--- src/rtl/ps2_key_event_queue.sv ---
`default_nettype none
// ============================================================================
// Module   : ps2_key_event_queue
// Brief    : Synchronizes PS/2 press/release strobes into an 8-deep event FIFO.
//            Optional macro PS2_MODIFIER_TRACK_EN adds the modifiers output.
// Revision : 1.0 - initial release
// ============================================================================
module ps2_key_event_queue (
    input  logic       clk,
    input  logic       reset,
    input  logic       key_downw,
    input  logic       key_upw,
    input  logic [7:0] key,
    output logic       evt_valid,
    output logic       evt_up,
    output logic [7:0] evt_code,
    input  logic       evt_ready,
    output logic [3:0] evt_count,
    output logic       overflow,
`ifdef PS2_MODIFIER_TRACK_EN
    output logic [3:0] modifiers,
`endif
    input  logic       ovf_clr
);

    localparam int unsigned c_DEPTH = 8;

    logic       r_dn_s1, r_dn_s2, r_dn_s3;
    logic       r_up_s1, r_up_s2, r_up_s3;
    logic [7:0] r_key_s1, r_key_s2;
    logic [1:0] r_settle;
    logic       r_dn_arm, r_up_arm;

    logic [8:0] r_mem [0:c_DEPTH-1];
    logic [2:0] r_wr_ptr, r_rd_ptr;
    logic [3:0] r_count;
    logic       r_ovf;

    logic       w_settled, w_dn_rise, w_up_rise;
    logic       w_push, w_pop, w_full, w_wr, w_drop;

    // Synchronizer chains; cleared by reset so in-flight edges are discarded.
    always_ff @(posedge clk) begin
        if (reset) begin
            r_dn_s1  <= 1'b0;
            r_dn_s2  <= 1'b0;
            r_dn_s3  <= 1'b0;
            r_up_s1  <= 1'b0;
            r_up_s2  <= 1'b0;
            r_up_s3  <= 1'b0;
            r_key_s1 <= 8'h00;
            r_key_s2 <= 8'h00;
        end else begin
            r_dn_s1  <= key_downw;
            r_dn_s2  <= r_dn_s1;
            r_dn_s3  <= r_dn_s2;
            r_up_s1  <= key_upw;
            r_up_s2  <= r_up_s1;
            r_up_s3  <= r_up_s2;
            r_key_s1 <= key;
            r_key_s2 <= r_key_s1;
        end
    end

    // A strobe only counts once it has been seen low after the chain refilled,
    // so a strobe held across reset cannot masquerade as a fresh rising edge.
    assign w_settled = (r_settle == 2'd2);

    always_ff @(posedge clk) begin
        if (reset) begin
            r_settle <= 2'd0;
            r_dn_arm <= 1'b0;
            r_up_arm <= 1'b0;
        end else begin
            if (!w_settled)
                r_settle <= r_settle + 2'd1;
            if (w_settled && !r_dn_s2)
                r_dn_arm <= 1'b1;
            if (w_settled && !r_up_s2)
                r_up_arm <= 1'b1;
        end
    end

    assign w_dn_rise = r_dn_s2 & ~r_dn_s3 & r_dn_arm;
    assign w_up_rise = r_up_s2 & ~r_up_s3 & r_up_arm;
    assign w_push    = w_dn_rise | w_up_rise;
    assign w_full    = (r_count == 4'(c_DEPTH));
    assign w_pop     = evt_valid & evt_ready;
    assign w_wr      = w_push & (~w_full | w_pop);
    assign w_drop    = w_push & w_full & ~w_pop;

    always_ff @(posedge clk) begin
        if (w_wr && !reset)
            r_mem[r_wr_ptr] <= {w_up_rise, r_key_s2};
    end

    always_ff @(posedge clk) begin
        if (reset) begin
            r_wr_ptr <= 3'd0;
            r_rd_ptr <= 3'd0;
            r_count  <= 4'd0;
            r_ovf    <= 1'b0;
        end else begin
            if (w_wr)
                r_wr_ptr <= r_wr_ptr + 3'd1;
            if (w_pop)
                r_rd_ptr <= r_rd_ptr + 3'd1;
            case ({w_wr, w_pop})
                2'b10:   r_count <= r_count + 4'd1;
                2'b01:   r_count <= r_count - 4'd1;
                default: r_count <= r_count;
            endcase
            // Set wins over a simultaneous clear.
            if (w_drop)
                r_ovf <= 1'b1;
            else if (ovf_clr)
                r_ovf <= 1'b0;
        end
    end

    assign evt_valid = (r_count != 4'd0);
    assign evt_up    = evt_valid & r_mem[r_rd_ptr][8];
    assign evt_code  = evt_valid ? r_mem[r_rd_ptr][7:0] : 8'h00;
    assign evt_count = r_count;
    assign overflow  = r_ovf;

`ifdef PS2_MODIFIER_TRACK_EN
    logic [3:0] r_mod;

    // Tracks every detected event, including ones dropped by a full queue.
    always_ff @(posedge clk) begin
        if (reset) begin
            r_mod <= 4'b0000;
        end else if (w_push) begin
            case (r_key_s2)
                8'h12:   r_mod[0] <= ~w_up_rise;
                8'h59:   r_mod[1] <= ~w_up_rise;
                8'h14:   r_mod[2] <= ~w_up_rise;
                8'h11:   r_mod[3] <= ~w_up_rise;
                default: r_mod    <= r_mod;
            endcase
        end
    end

    assign modifiers = r_mod;
`endif

endmodule
`default_nettype wire

--- config.mk ---
export PLATFORM = sky130hd
export DESIGN_NAME = ps2_key_event_queue
export DESIGN_NICKNAME = d
export VERILOG_FILES = /design/src/rtl/ps2_key_event_queue.sv
export SDC_FILE = /design/constraint.sdc
export NUM_CORES = 1
export LEC_CHECK = 0
export ABC_AREA = 1
export CAP_MARGIN = 30
export CORE_AREA = 2 2 93 95
export CTS_CLUSTER_DIAMETER = 120
export CTS_CLUSTER_SIZE = 8
export DETAILED_ROUTE_END_ITERATION = 10
export DIE_AREA = 0 0 95 97
export PLACE_DENSITY = 0.74
export SYNTH_ARGS = -nofsm -noshare
export SYNTH_HDL_FRONTEND = slang
export SYNTH_SLANG_ARGS = --single-unit
--- constraint.sdc ---
create_clock -name clk -period 2.9 [get_ports clk]
set_input_delay 0.435 -clock clk [delete_from_list [all_inputs] [get_ports clk]]
set_output_delay 0.435 -clock clk [all_outputs]
set_load 0.03 [all_outputs]
==> impl_results.html <==
<table>
<tr><th>Metric</th><th>Value</th></tr>
<tr><th colspan="2">Status</th></tr>
<tr><td>Result of the run</td><td>completed</td></tr>
<tr><th colspan="2">Timing</th></tr>
<tr><td>Final-layout setup total negative slack</td><td>0 ns</td></tr>
<tr><td>Tightest slew margin relative to the limit</td><td>74.4%</td></tr>
<tr><td>Final hold violations</td><td>0</td></tr>
<tr><td>Period minus WS final</td><td>2.70 ns</td></tr>
<tr><td>Worst setup slack after layout</td><td>between 0.2 and 0.25 ns</td></tr>
<tr><td>Count of endpoints failing setup in the final report</td><td>0</td></tr>
<tr><td>Pins over their slew limit</td><td>0</td></tr>
<tr><td>Fin crit share</td><td>92.9%</td></tr>
<tr><td>Least-Margin Pin Slew</td><td>between 0.3 and 0.4 ns</td></tr>
<tr><td>Setup repair after global routing missed its margin</td><td>false</td></tr>
<tr><td>Setup skew after layout</td><td>0.0143 ns</td></tr>
<tr><td>Maximum achievable frequency</td><td>0.371 GHz</td></tr>
<tr><th colspan="2">Critical path</th></tr>
<tr><td>Critical path data arrival time</td><td>between 2 and 2.5 ns</td></tr>
<tr><td>Required time reported for the critical path endpoint</td><td>between 2 and 2.5 ns</td></tr>
<tr><td>Critical setup path kind</td><td>flop to primary output</td></tr>
<tr><td>Critical path fanouts, max</td><td>24</td></tr>
<tr><td>Critical Path Source Type</td><td>flop</td></tr>
<tr><td>Kind of capture point of the worst setup path</td><td>primary output</td></tr>
<tr><th colspan="2">Logic synthesis</th></tr>
<tr><td>Seq/Total Area, Yosys</td><td>between 60% and 70%</td></tr>
<tr><td>Cell with the most instances after synthesis</td><td>sky130_fd_sc_hd__nor2_1</td></tr>
<tr><td>Combined area of all synthesized cells</td><td>4430 sq um</td></tr>
<tr><td>Most used flip-flop cell after synthesis</td><td>sky130_fd_sc_hd__edfxtp_1</td></tr>
<tr><td>Area contributors post-synth</td><td>sky130_fd_sc_hd__edfxtp_1 (49%), sky130_fd_sc_hd__dfxtp_1 (18%), sky130_fd_sc_hd__nor2_1 (8.9%)</td></tr>
<tr><td>EDFF count, synth</td><td>72</td></tr>
<tr><td>Mapped Avg Cell Area</td><td>10.8 sq um</td></tr>
<tr><td>Yosys top cell by area</td><td>sky130_fd_sc_hd__edfxtp_1</td></tr>
<tr><td>Number of warnings printed during yosys synthesis</td><td>0</td></tr>
<tr><td>Cell variety after synth</td><td>30</td></tr>
<tr><td>Async SR Flop Fraction</td><td>0%</td></tr>
<tr><td>Top post-synthesis cells by count</td><td>sky130_fd_sc_hd__nor2_1 (105), sky130_fd_sc_hd__edfxtp_1 (72), sky130_fd_sc_hd__inv_1 (43)</td></tr>
<tr><td>Number of standard cells after synthesis</td><td>slightly above 400</td></tr>
<tr><td>Flop and latch count out of synthesis</td><td>around 110</td></tr>
<tr><td>Portion of synthesized cell area occupied by the leading cell type</td><td>approximately half</td></tr>
<tr><td>Post-synthesis net count</td><td>431</td></tr>
<tr><th colspan="2">Power and ir drop</th></tr>
<tr><td>Part of the total power dissipated in sequential elements</td><td>43.3%</td></tr>
<tr><td>Proportion of power drawn by combinational gates</td><td>a little over a third</td></tr>
<tr><td>Total net switching power</td><td>0.00156 W</td></tr>
<tr><td>Worst vdd ir</td><td>about 0.66 mV</td></tr>
<tr><td>Internal power</td><td>0.00273 W</td></tr>
<tr><td>Clock share of power</td><td>a little over a fifth</td></tr>
<tr><td>Fraction of power spent switching nets</td><td>between 30% and 40%</td></tr>
<tr><td>Static Leak</td><td>about 2.0 nW</td></tr>
<tr><td>Power density of the placed cells</td><td>854 nW/um^2</td></tr>
<tr><th colspan="2">Clocking</th></tr>
<tr><td>Clock Tree Buf Depth</td><td>2</td></tr>
<tr><td>Post-CTS Hold Buffers</td><td>0</td></tr>
<tr><td>TritonCTS clock tree</td><td>done</td></tr>
<tr><td>CTS clk-pin slew, worst paths</td><td>about 0.11 ns</td></tr>
<tr><td>TritonCTS Sinks</td><td>between 100 and 150</td></tr>
<tr><td>Post-CTS setup buffer count</td><td>0</td></tr>
<tr><td>Later-pin clock latency in the skew report</td><td>roughly 0.37 ns</td></tr>
<tr><td>H-tree levels</td><td>3</td></tr>
<tr><td>CTS buffer count</td><td>9</td></tr>
<tr><td>Buffer type at the clock tree root</td><td>sky130_fd_sc_hd__clkbuf_8</td></tr>
<tr><th colspan="2">Route</th></tr>
<tr><td>Vias</td><td>between 2000 and 3000</td></tr>
<tr><td>First drt pass iteration count</td><td>4</td></tr>
<tr><td>Number of remaining DRC errors</td><td>0</td></tr>
<tr><td>Wire per inst</td><td>~15 microns</td></tr>
<tr><td>Iteration-0 DRC count of the detailed router</td><td>approximately 220</td></tr>
<tr><td>DRT antenna net count</td><td>0</td></tr>
<tr><td>Wirelength, routed</td><td>just over 8 mm</td></tr>
<tr><td>Average via count per standard cell</td><td>around 5.2</td></tr>
<tr><th colspan="2">Layout</th></tr>
<tr><td>Count of nets after finishing</td><td>around 470</td></tr>
<tr><td>Fraction of layout instances using a drive strength above 1</td><td>a little under a tenth</td></tr>
<tr><td>Synth-to-Final Area Change</td><td>13.4%</td></tr>
<tr><td>Number of antenna cells inserted</td><td>0</td></tr>
<tr><th colspan="2">Floorplan</th></tr>
<tr><td>Boundary pin count</td><td>29</td></tr>
<tr><td>Placeable core region</td><td>around 8100 sq um</td></tr>
<tr><td>Overall die area</td><td>between 9000 and 10000 sq um</td></tr>
<tr><td>Initial standard-cell utilization of the core</td><td>a little over half</td></tr>
<tr><td>Floorplan row count</td><td>33</td></tr>
<tr><td>Die outline width</td><td>roughly 95 microns</td></tr>
<tr><td>Floorplan die height</td><td>a little under 100 microns</td></tr>
<tr><th colspan="2">Global routing</th></tr>
<tr><td>Wire length of the first global-routing pass</td><td>13.0 mm</td></tr>
<tr><td>Via count of the first global-routing pass</td><td>2707</td></tr>
<tr><td>Overflow left after global routing</td><td>0</td></tr>
<tr><td>GR Util All Layers</td><td>about a fifth</td></tr>
<tr><td>Largest net degree at the start of global routing</td><td>37</td></tr>
<tr><td>Antenna violations before repair</td><td>0</td></tr>
<tr><th colspan="2">Placed design</th></tr>
<tr><td>Buffers added on ports</td><td>28</td></tr>
<tr><td>Post-place setup slack</td><td>around 0.48 ns</td></tr>
<tr><td>Hpwl dp</td><td>between 5 and 6 mm</td></tr>
<tr><td>Placer congestion estimate</td><td>~0.75</td></tr>
<tr><th colspan="2">Min path</th></tr>
<tr><td>Hold crit path type</td><td>flop to flop</td></tr>
<tr><th colspan="2">Flow run</th></tr>
<tr><td>Max Cap Viol</td><td>0</td></tr>
</table>
final timing paths:
kind	start	end	slack [ns]	depth (start not counted)
setup / recovery	flop	evt_code[3]	0.20	6
hold / removal	r_key_s1[0]$_SDFF_PP0_	r_key_s2[0]$_SDFF_PP0_	0.40	2
setup reg to reg	evt_count[1]$_SDFFE_PP0P_	evt_count[3]$_SDFFE_PP0P_	0.74	13
hold reg to reg	r_key_s1[0]$_SDFF_PP0_	r_key_s2[0]$_SDFF_PP0_	0.40	2
stage by stage:
stage / area, sq um / instances / util [%] / hold slack (ns) / power, W
finish: 5020 / 556 / 61.8 / 0.398 / 0.00429
global route: 5020 / 556 / 61.8 / 0.429 / 0.00455
CTS: 5010 / 556 / 61.6 / 0.405 / 0.00435
detailed placement: 4820 / 540 / 59.2 / 0.397 / 0.00345
global placement: 4820 / 540 / 59.2 / 0.393 / 0.00341
floorplan: 4430 / 411 / - / 0.388 / 0.00301
layer usage:
| metal | wire length [microns] | share of wire (%) | up-vias | GRT usage, % |
|---|---|---|---|---|
| met5 | 0 | 0 | - | 0 |
| met4 | 75 | 0.93 | 0 | 4.35 |
| met3 | 390 | 4.8 | 7 | 4.67 |
| met2 | 4060 | 50 | 57 | 31.0 |
| met1 | 3540 | 44 | 1372 | 24.5 |
| li1 | - | - | 1437 | - |
cells by family after synthesis:
group	count (synthesis)	share of synthesized area, %
AO/OA/AOI/OAI	72	8.90
XOR/XNOR	1	0.198
adder cells (fa/ha/maj)	6	1.86
buffers and inverters	64	6.86
AND/OR/NAND/NOR	156	15.3
flip-flops	112	66.9
sequential cells by signal, indices dropped and copies added (netlist names), 2 cells and up, named ones only:
register	flops
r_settle	2
r_wr_ptr	3
evt_count	4
r_rd_ptr	3
r_key_s2	8
r_key_s1	8
r_mem	72
power groups by stage:
| stage | combinational [W] | clock [W] | sequential, W |
|---|---|---|---|
| 2_1_floorplan | 0.00110 | 0 | 0.00191 |
| 3_3_place_gp | 0.00153 | 0 | 0.00188 |
| 3_5_place_dp | 0.00156 | 0 | 0.00189 |
| 4_1_cts | 0.00157 | 0.000923 | 0.00186 |
| 5_1_grt | 0.00170 | 0.000982 | 0.00187 |
| 6_report | 0.00154 | 0.000894 | 0.00186 |
critical path: stages (launching register included):
cell and delay, ns:
sky130_fd_sc_hd__dfxtp_1 0.41, sky130_fd_sc_hd__buf_4 0.28, sky130_fd_sc_hd__o21ai_0 0.13, sky130_fd_sc_hd__o211ai_1 0.17, sky130_fd_sc_hd__nand2_1 0.07, sky130_fd_sc_hd__nor2_1 0.13
sky130_fd_sc_hd__clkdlybuf4s50_1 0.70
final cells by class:
| type | count | area [sq um] |
|---|---|---|
| fillers | 648 | 3110 |
| clock inverters | 6 | 67.6 |
| multi-input cells | 235 | 1160 |
| inverters | 47 | 184 |
| well taps | 105 | 131 |
| flip-flops and latches | 112 | 2960 |
| clock buffers | 10 | 128 |
| repair buffers | 41 | 388 |
placed cells by master, fill, tap and decap left out, drive strengths merged:
| cell type | instances |
|---|---|
| nor2 | 107 |
| edfxtp | 72 |
| inv | 48 |
| o21ai | 43 |
| dfxtp | 40 |
| nand2 | 35 |
| clkdlybuf4s50 | 24 |
| buf | 13 |
| a21oi | 11 |
| clkbuf | 10 |
| o22ai | 9 |
| o211ai | 9 |
| nand3 | 9 |
| ha | 5 |
| nor3 | 4 |
| dlymetal6s2s | 4 |
| clkinvlp | 2 |
| clkinv | 2 |
| nand4 | 1 |
| xor2 | 1 |
| fa | 1 |
| bufinv | 1 |
repair_timing:
item | CTS | global route
gates resized for setup | 0 | 4
setup endpoints to repair | 0 | 4
endpoints found under the hold margin | 0 | 0
Note: power is estimated with default switching activity, not from simulation.
